## src/rtl/hardware_link_pkg.sv

```systemverilog
// rtl/hardware_link_pkg.sv - shared link state encoding and line levels
// Purpose: definitions shared by the optical-link transmitter and receiver.
// Ports: none (package).
package hardware_link_pkg;

    typedef enum logic [2:0] {
        IDLE   = 3'd0,
        START  = 3'd1,
        DATA   = 3'd2,
        PARITY = 3'd3,
        STOP   = 3'd4
    } link_state_e;

    localparam logic LINK_IDLE_LEVEL          = 1'b1;
    localparam logic LINK_START_LEVEL         = 1'b0;
    localparam int   DEFAULT_SAMPLES_PER_BIT  = 10;
    localparam int   DEFAULT_DATA_BITS        = 8;

endpackage

```

## src/rtl/link_bit_timer.sv

```systemverilog
// rtl/link_bit_timer.sv - per-bit sample counter producing a bit_done pulse
// Purpose: counts 0..SAMPLES_PER_BIT-1 while enabled; bit_done marks the last
//          sample of a line bit, after which the count wraps to 0.
// Ports:
//   clk      in   system clock
//   rst      in   synchronous active-low reset
//   en       in   count enable; counter clears while low
//   bit_done out  high during the last sample cycle of a bit (comb of count)
module link_bit_timer
    import hardware_link_pkg::*;
#(
    parameter int SAMPLES_PER_BIT = DEFAULT_SAMPLES_PER_BIT
) (
    input  logic clk,
    input  logic rst,
    input  logic en,
    output logic bit_done
);

    localparam int CNT_W = (SAMPLES_PER_BIT > 1) ? $clog2(SAMPLES_PER_BIT) : 1;
    localparam logic [CNT_W-1:0] LAST_CNT = CNT_W'(SAMPLES_PER_BIT - 1);

    logic [CNT_W-1:0] cnt_q;
    logic [CNT_W-1:0] cnt_d;

    assign bit_done = en & (cnt_q == LAST_CNT);

    always_comb begin
        cnt_d = cnt_q;
        if (!en || bit_done) begin
            cnt_d = '0;
        end else begin
            cnt_d = cnt_q + CNT_W'(1);
        end
    end

    always_ff @(posedge clk) begin
        if (!rst) begin
            cnt_q <= '0;
        end else begin
            cnt_q <= cnt_d;
        end
    end

endmodule

```

## src/rtl/hardware_transmitter.sv

```systemverilog
// rtl/hardware_transmitter.sv - UART-style serial transmitter for the optical link
// Purpose: accepts words over a valid/ready handshake and sends each as
//          start bit, DATA_BITS data bits LSB-first, optional even parity bit,
//          stop bit; every line bit lasts SAMPLES_PER_BIT clocks.
// Optional feature macro: HW_TX_PARITY_EN (adds the parity bit before stop).
// Ports:
//   clk        in   system clock
//   rst        in   synchronous active-low reset
//   din        in   word to send, captured on handshake
//   din_valid  in   source offers din
//   din_ready  out  transmitter accepts din this cycle
//   dout       out  registered serial line, idle high
//   busy       out  registered, high while a frame is on the line
module hardware_transmitter
    import hardware_link_pkg::*;
#(
    parameter int SAMPLES_PER_BIT = DEFAULT_SAMPLES_PER_BIT,
    parameter int DATA_BITS       = DEFAULT_DATA_BITS
) (
    input  logic                 clk,
    input  logic                 rst,
    input  logic [DATA_BITS-1:0] din,
    input  logic                 din_valid,
    output logic                 din_ready,
    output logic                 dout,
    output logic                 busy
);

    localparam int IDX_W = $clog2(DATA_BITS + 1);
    localparam logic [IDX_W-1:0] LAST_IDX = IDX_W'(DATA_BITS - 1);

    link_state_e          state_q, state_d;
    logic [DATA_BITS-1:0] shift_q, shift_d;
    logic [IDX_W-1:0]     bit_idx_q, bit_idx_d;
    logic                 dout_q, dout_d;
    logic                 busy_q, busy_d;
`ifdef HW_TX_PARITY_EN
    logic                 parity_q, parity_d;
`endif

    logic timer_en;
    logic bit_done;
    logic xfer;

    assign timer_en = (state_q != IDLE);

    link_bit_timer #(
        .SAMPLES_PER_BIT(SAMPLES_PER_BIT)
    ) u_bit_timer (
        .clk      (clk),
        .rst      (rst),
        .en       (timer_en),
        .bit_done (bit_done)
    );

    // Ready in the last stop sample lets a waiting word start with no idle gap.
    assign din_ready = rst & ((state_q == IDLE) | ((state_q == STOP) & bit_done));
    assign xfer      = din_valid & din_ready;

    always_comb begin
        state_d   = state_q;
        shift_d   = shift_q;
        bit_idx_d = bit_idx_q;
`ifdef HW_TX_PARITY_EN
        parity_d  = parity_q;
`endif
        case (state_q)
            IDLE: begin
                if (xfer) begin
                    state_d   = START;
                    shift_d   = din;
                    bit_idx_d = '0;
`ifdef HW_TX_PARITY_EN
                    parity_d  = ^din;
`endif
                end
            end
            START: begin
                if (bit_done) begin
                    state_d   = DATA;
                    bit_idx_d = '0;
                end
            end
            DATA: begin
                if (bit_done) begin
                    shift_d   = shift_q >> 1;
                    bit_idx_d = bit_idx_q + IDX_W'(1);
                    if (bit_idx_q == LAST_IDX) begin
`ifdef HW_TX_PARITY_EN
                        state_d = PARITY;
`else
                        state_d = STOP;
`endif
                    end
                end
            end
`ifdef HW_TX_PARITY_EN
            PARITY: begin
                if (bit_done) begin
                    state_d = STOP;
                end
            end
`endif
            STOP: begin
                if (bit_done) begin
                    if (xfer) begin
                        state_d   = START;
                        shift_d   = din;
                        bit_idx_d = '0;
`ifdef HW_TX_PARITY_EN
                        parity_d  = ^din;
`endif
                    end else begin
                        state_d = IDLE;
                    end
                end
            end
            default: begin
                state_d = IDLE;
            end
        endcase

        // Line level follows the next state so dout changes on the same edge
        // as the state register, keeping the output a clean flop.
        case (state_d)
            START:   dout_d = LINK_START_LEVEL;
            DATA:    dout_d = shift_d[0];
`ifdef HW_TX_PARITY_EN
            PARITY:  dout_d = parity_d;
`endif
            default: dout_d = LINK_IDLE_LEVEL;
        endcase

        busy_d = (state_d != IDLE);
    end

    always_ff @(posedge clk) begin
        if (!rst) begin
            state_q   <= IDLE;
            shift_q   <= '0;
            bit_idx_q <= '0;
            dout_q    <= LINK_IDLE_LEVEL;
            busy_q    <= 1'b0;
`ifdef HW_TX_PARITY_EN
            parity_q  <= 1'b0;
`endif
        end else begin
            state_q   <= state_d;
            shift_q   <= shift_d;
            bit_idx_q <= bit_idx_d;
            dout_q    <= dout_d;
            busy_q    <= busy_d;
`ifdef HW_TX_PARITY_EN
            parity_q  <= parity_d;
`endif
        end
    end

    assign dout = dout_q;
    assign busy = busy_q;

endmodule

```

## config.mk

```make
export PLATFORM = sky130hd
export DESIGN_NAME = hardware_transmitter
export DESIGN_NICKNAME = d
export VERILOG_FILES = /design/src/rtl/hardware_link_pkg.sv /design/src/rtl/link_bit_timer.sv /design/src/rtl/hardware_transmitter.sv
export SDC_FILE = /design/constraint.sdc
export NUM_CORES = 1
export LEC_CHECK = 0
export ABC_CLOCK_PERIOD_IN_PS = 4100
export BUFFER_PORTS_ARGS = -buffer_cell sky130_fd_sc_hd__buf_2
export CORE_MARGIN = 2
export CORE_UTILIZATION = 44
export DETAILED_ROUTE_END_ITERATION = 10
export PLACE_DENSITY = 0.69
export SLEW_MARGIN = 15
export SYNTH_ARGS = -nofsm -noshare
export SYNTH_HDL_FRONTEND = slang
export SYNTH_SLANG_ARGS = --single-unit
```

## constraint.sdc

```tcl
create_clock -name clk -period 4.1 [get_ports clk]
set_input_delay 0.82 -clock clk [delete_from_list [all_inputs] [get_ports clk]]
set_output_delay 0.82 -clock clk [all_outputs]
set_load 0.005 [all_outputs]
```

==> impl_metrics.csv <==
group,metric,value,unit
timing,timing.slew.headroom,49.1,%
clock_tree,clock_insertion_delay_worst_skew,0.30,ns
route,drt.antenna.violating_nets,0,
timing,layout_worst_path_cycle_share,61.1,%
power_and_ir_drop,powerDensity,302,nW/um^2
clock_tree,tritoncts,"done",
setup_path,cp_num_buf_inv,1,
timing,setup_total_negative_slack,0,ns
route,viasPerCell,5.71,
grt,grt.overflow.total,0,
grt,first_global_vias,789,
finish,count_of_inserted_antenna_diode_cells,0,
timing,worst_pin_slew,0.753,ns
outcome,outcome,"finished, final reports clean",
setup_path,critPathKind,"reg -> out",
setup_path,critical_path.max_stage_delay,0.39,ns
route,violation_count_after_the_first_detailed_routing_iteration,20,
timing,finalHoldViolCount,0,
synth,number_of_nets_in_the_synthesized_netlist,129,
die,die_area,2800,sq um
clock_tree,clk_transition_reported_paths,0.11,ns
route,drt_drc_violations_left,0,
synth,netlist_top_cells_area,"sky130_fd_sc_hd__dfxtp_1 40%, sky130_fd_sc_hd__a221o_1 4.8%, sky130_fd_sc_hd__and3_1 3.6%",
route,drt-pass1-iter-count,4,
clock_tree,clock_path_buffers,2,
finish,seqCellArea,420,sq um
synth,synthSimpleGateAreaFrac,24.9,%
grt,maximum_number_of_pins_on_one_net_before_global_route_repair,24,
place,port-buffer-count,13,
finish,drive_gt1_share,15.2,%
timing,rsz0062_at_grt,"no",
grt,wire_length_of_the_first_global_routing_pass,3530,microns
clock_tree,post_cts.resized_instances,0,
setup_path,startpoint_type,"register",
synth,synth_compound_gate_area_share,24.3,%
synth,combinational_family_with_the_most_area_after_synthesis,"simple AND/OR/NAND/NOR gates",
route,num_vias,874,
die,die_w,52.9,microns
die,initial_utilization,47.1,%
die,placement_rows,17,
finish,layout.filler_cells,216,
run,max-cap-violations,0,
route,wire_per_inst,12.8,microns
finish,multi_input_area,591,sq um
synth,synthAdderAreaFrac,3.57,%
die,io-pin-count,14,
clock_tree,cts-htree-levels,1,
finish,final_cell_mix,"21 x sky130_fd_sc_hd__dfxtp_1, 13 x sky130_fd_sc_hd__buf_2, 10 x sky130_fd_sc_hd__nor2_1",
clock_tree,holdBufCountCts,0,
synth,synth.area.mux_share,0.952,%
synth,synth-edff-count,0,
finish,area_delta_synth_final,8.93,%
timing,worst_hold_slack,0.459,ns
synth,synth_async_sr_flop_share,0,%
clock_tree,cts_inserted_buffers,3,
timing,finalMaxSlewViolations,0,
timing,setup_viol,0,
finish,layout_commonest_cell,"sky130_fd_sc_hd__dfxtp_1",
synth,synth_top_area_share,40.0,%
setup_path,critical-path-slowest-cell,"sky130_fd_sc_hd__dfxtp_1",
synth,post_synth_xor_area_fraction,2.50,%
setup_path,cp_cell_sequence,"ha_1, nand3b_4, a211oi_1, and2_1, buf_2",
power_and_ir_drop,power.leakage,0.515,nW
hold_path,worstHoldPathType,"reg -> reg",
timing,timing.fmax,399,MHz
grt,antenna_found_initial,0,
timing,timing.clock.skew,0.00443,ns
setup_path,critPathArrivalTime,1.69,ns
clock_tree,cts_num_sinks,21,
synth,syn_avg_cell_area,9.14,sq um
clock_tree,cts-root-buf,"sky130_fd_sc_hd__clkbuf_4",
timing,period_needed,2.51,ns
route,finalWirelength,1960,microns
synth,flip_flop_and_latch_count_after_synthesis,21,
finish,layout.nets,140,
synth,postSynthCellCount,115,
synth,yosysTopAreaCell,"sky130_fd_sc_hd__dfxtp_1",
synth,yosys_warnings,0,
synth,ys.flop_type,"sky130_fd_sc_hd__dfxtp_1",
place,gp_routability_congestion,0.836,
grt,grt_usage,17.1,%
power_and_ir_drop,peakVddDrop,0.247,mV
synth,yosysUniqueCellTypes,38,
setup_path,end_kind,"primary output",
setup_path,worst-path-max-fanout,9,
die,core,2230,sq um
die,chipHeight,52.9,microns
synth,synth.cell_area,1050,sq um
synth,ys_seq_area_share,40.0,%
setup_path,kind_of_cell_adding_the_most_delay_to_the_critical_path,"flip-flops",
place,dpl.hpwl,1460,microns
setup_path,timing.critical_path.required,3.28,ns
clock_tree,cts_setup_buffers,0,
[metrics by stage]
step                      std cells  setup slack [ns]  power [mW]  cell area (sq um)  util [%]
final                           153              1.59       0.345               1140      51.3
after global routing            153              1.44       0.368               1140      51.3
after CTS                       153              1.59       0.348               1140      51.3
after detailed placement        149              1.74       0.254               1120      50.1
after global placement          149              1.79       0.253               1120      50.1
after floorplan                 115              1.84       0.242               1050         -
[flip-flops by register name (all words and copies together), names as in the netlist]
| register | flops |
|---|---|
| bit_idx_q | 4 |
| busy | 1 |
| dout | 1 |
| shift_q | 8 |
| state_q | 3 |
| u_bit_timer.cnt_q | 4 |
[cells by family (layout without fill, tap and decap cells)]
family	Yosys count	count (layout)
xor+xnor	3	3
fa+ha+maj	3	3
flops	21	21
mux	1	1
simple gates	45	45
buf+inv	9	19
compound gates	33	33
[where the power goes]
group          internal, mW  leakage [nW]  switching [mW]  total, mW
combinational        0.0160         0.329          0.0160     0.0320
sequential            0.212         0.171         0.00605      0.218
clock                0.0379        0.0150          0.0580     0.0959
[final cells by class]
type	count	area share, %
multi-input cells	85	51.6
flip-flops and latches	21	36.7
repair buffers	13	5.68
well taps	28	3.06
clock buffers	4	2.30
inverters	2	0.656
[final timing paths]
path | start | cells past startpoint | slack [ns] | end
max | u_bit_timer.cnt_q[0] | 5 | 1.59 | din_ready
min | shift_q[2] | 1 | 0.46 | shift_q[2]
max reg2reg | state_q[1] | 5 | 1.96 | bit_idx_q[2]
min reg2reg | shift_q[2] | 1 | 0.46 | shift_q[2]
[routing by layer]
metal  up-vias  track usage, %  share of wire (%)
li1        442               -                  -
met1       410            25.0                 48
met2        18            25.0                 47
met3         4            2.54                3.6
met4         0            6.41                1.6
met5         -               0                  0
[cells in the mapped netlist (3+ instances only)]
cell / number
sky130_fd_sc_hd__and3_1: 6
sky130_fd_sc_hd__nor2b_1: 3
sky130_fd_sc_hd__a21o_1: 3
sky130_fd_sc_hd__dfxtp_1: 21
sky130_fd_sc_hd__clkbuf_1: 4
sky130_fd_sc_hd__a21oi_1: 6
sky130_fd_sc_hd__nand3_1: 7
sky130_fd_sc_hd__nor2_1: 10
sky130_fd_sc_hd__ha_1: 3
sky130_fd_sc_hd__a221o_1: 5
sky130_fd_sc_hd__nand2_1: 7
sky130_fd_sc_hd__o21ai_0: 6
(Power assumes the default switching activity.)
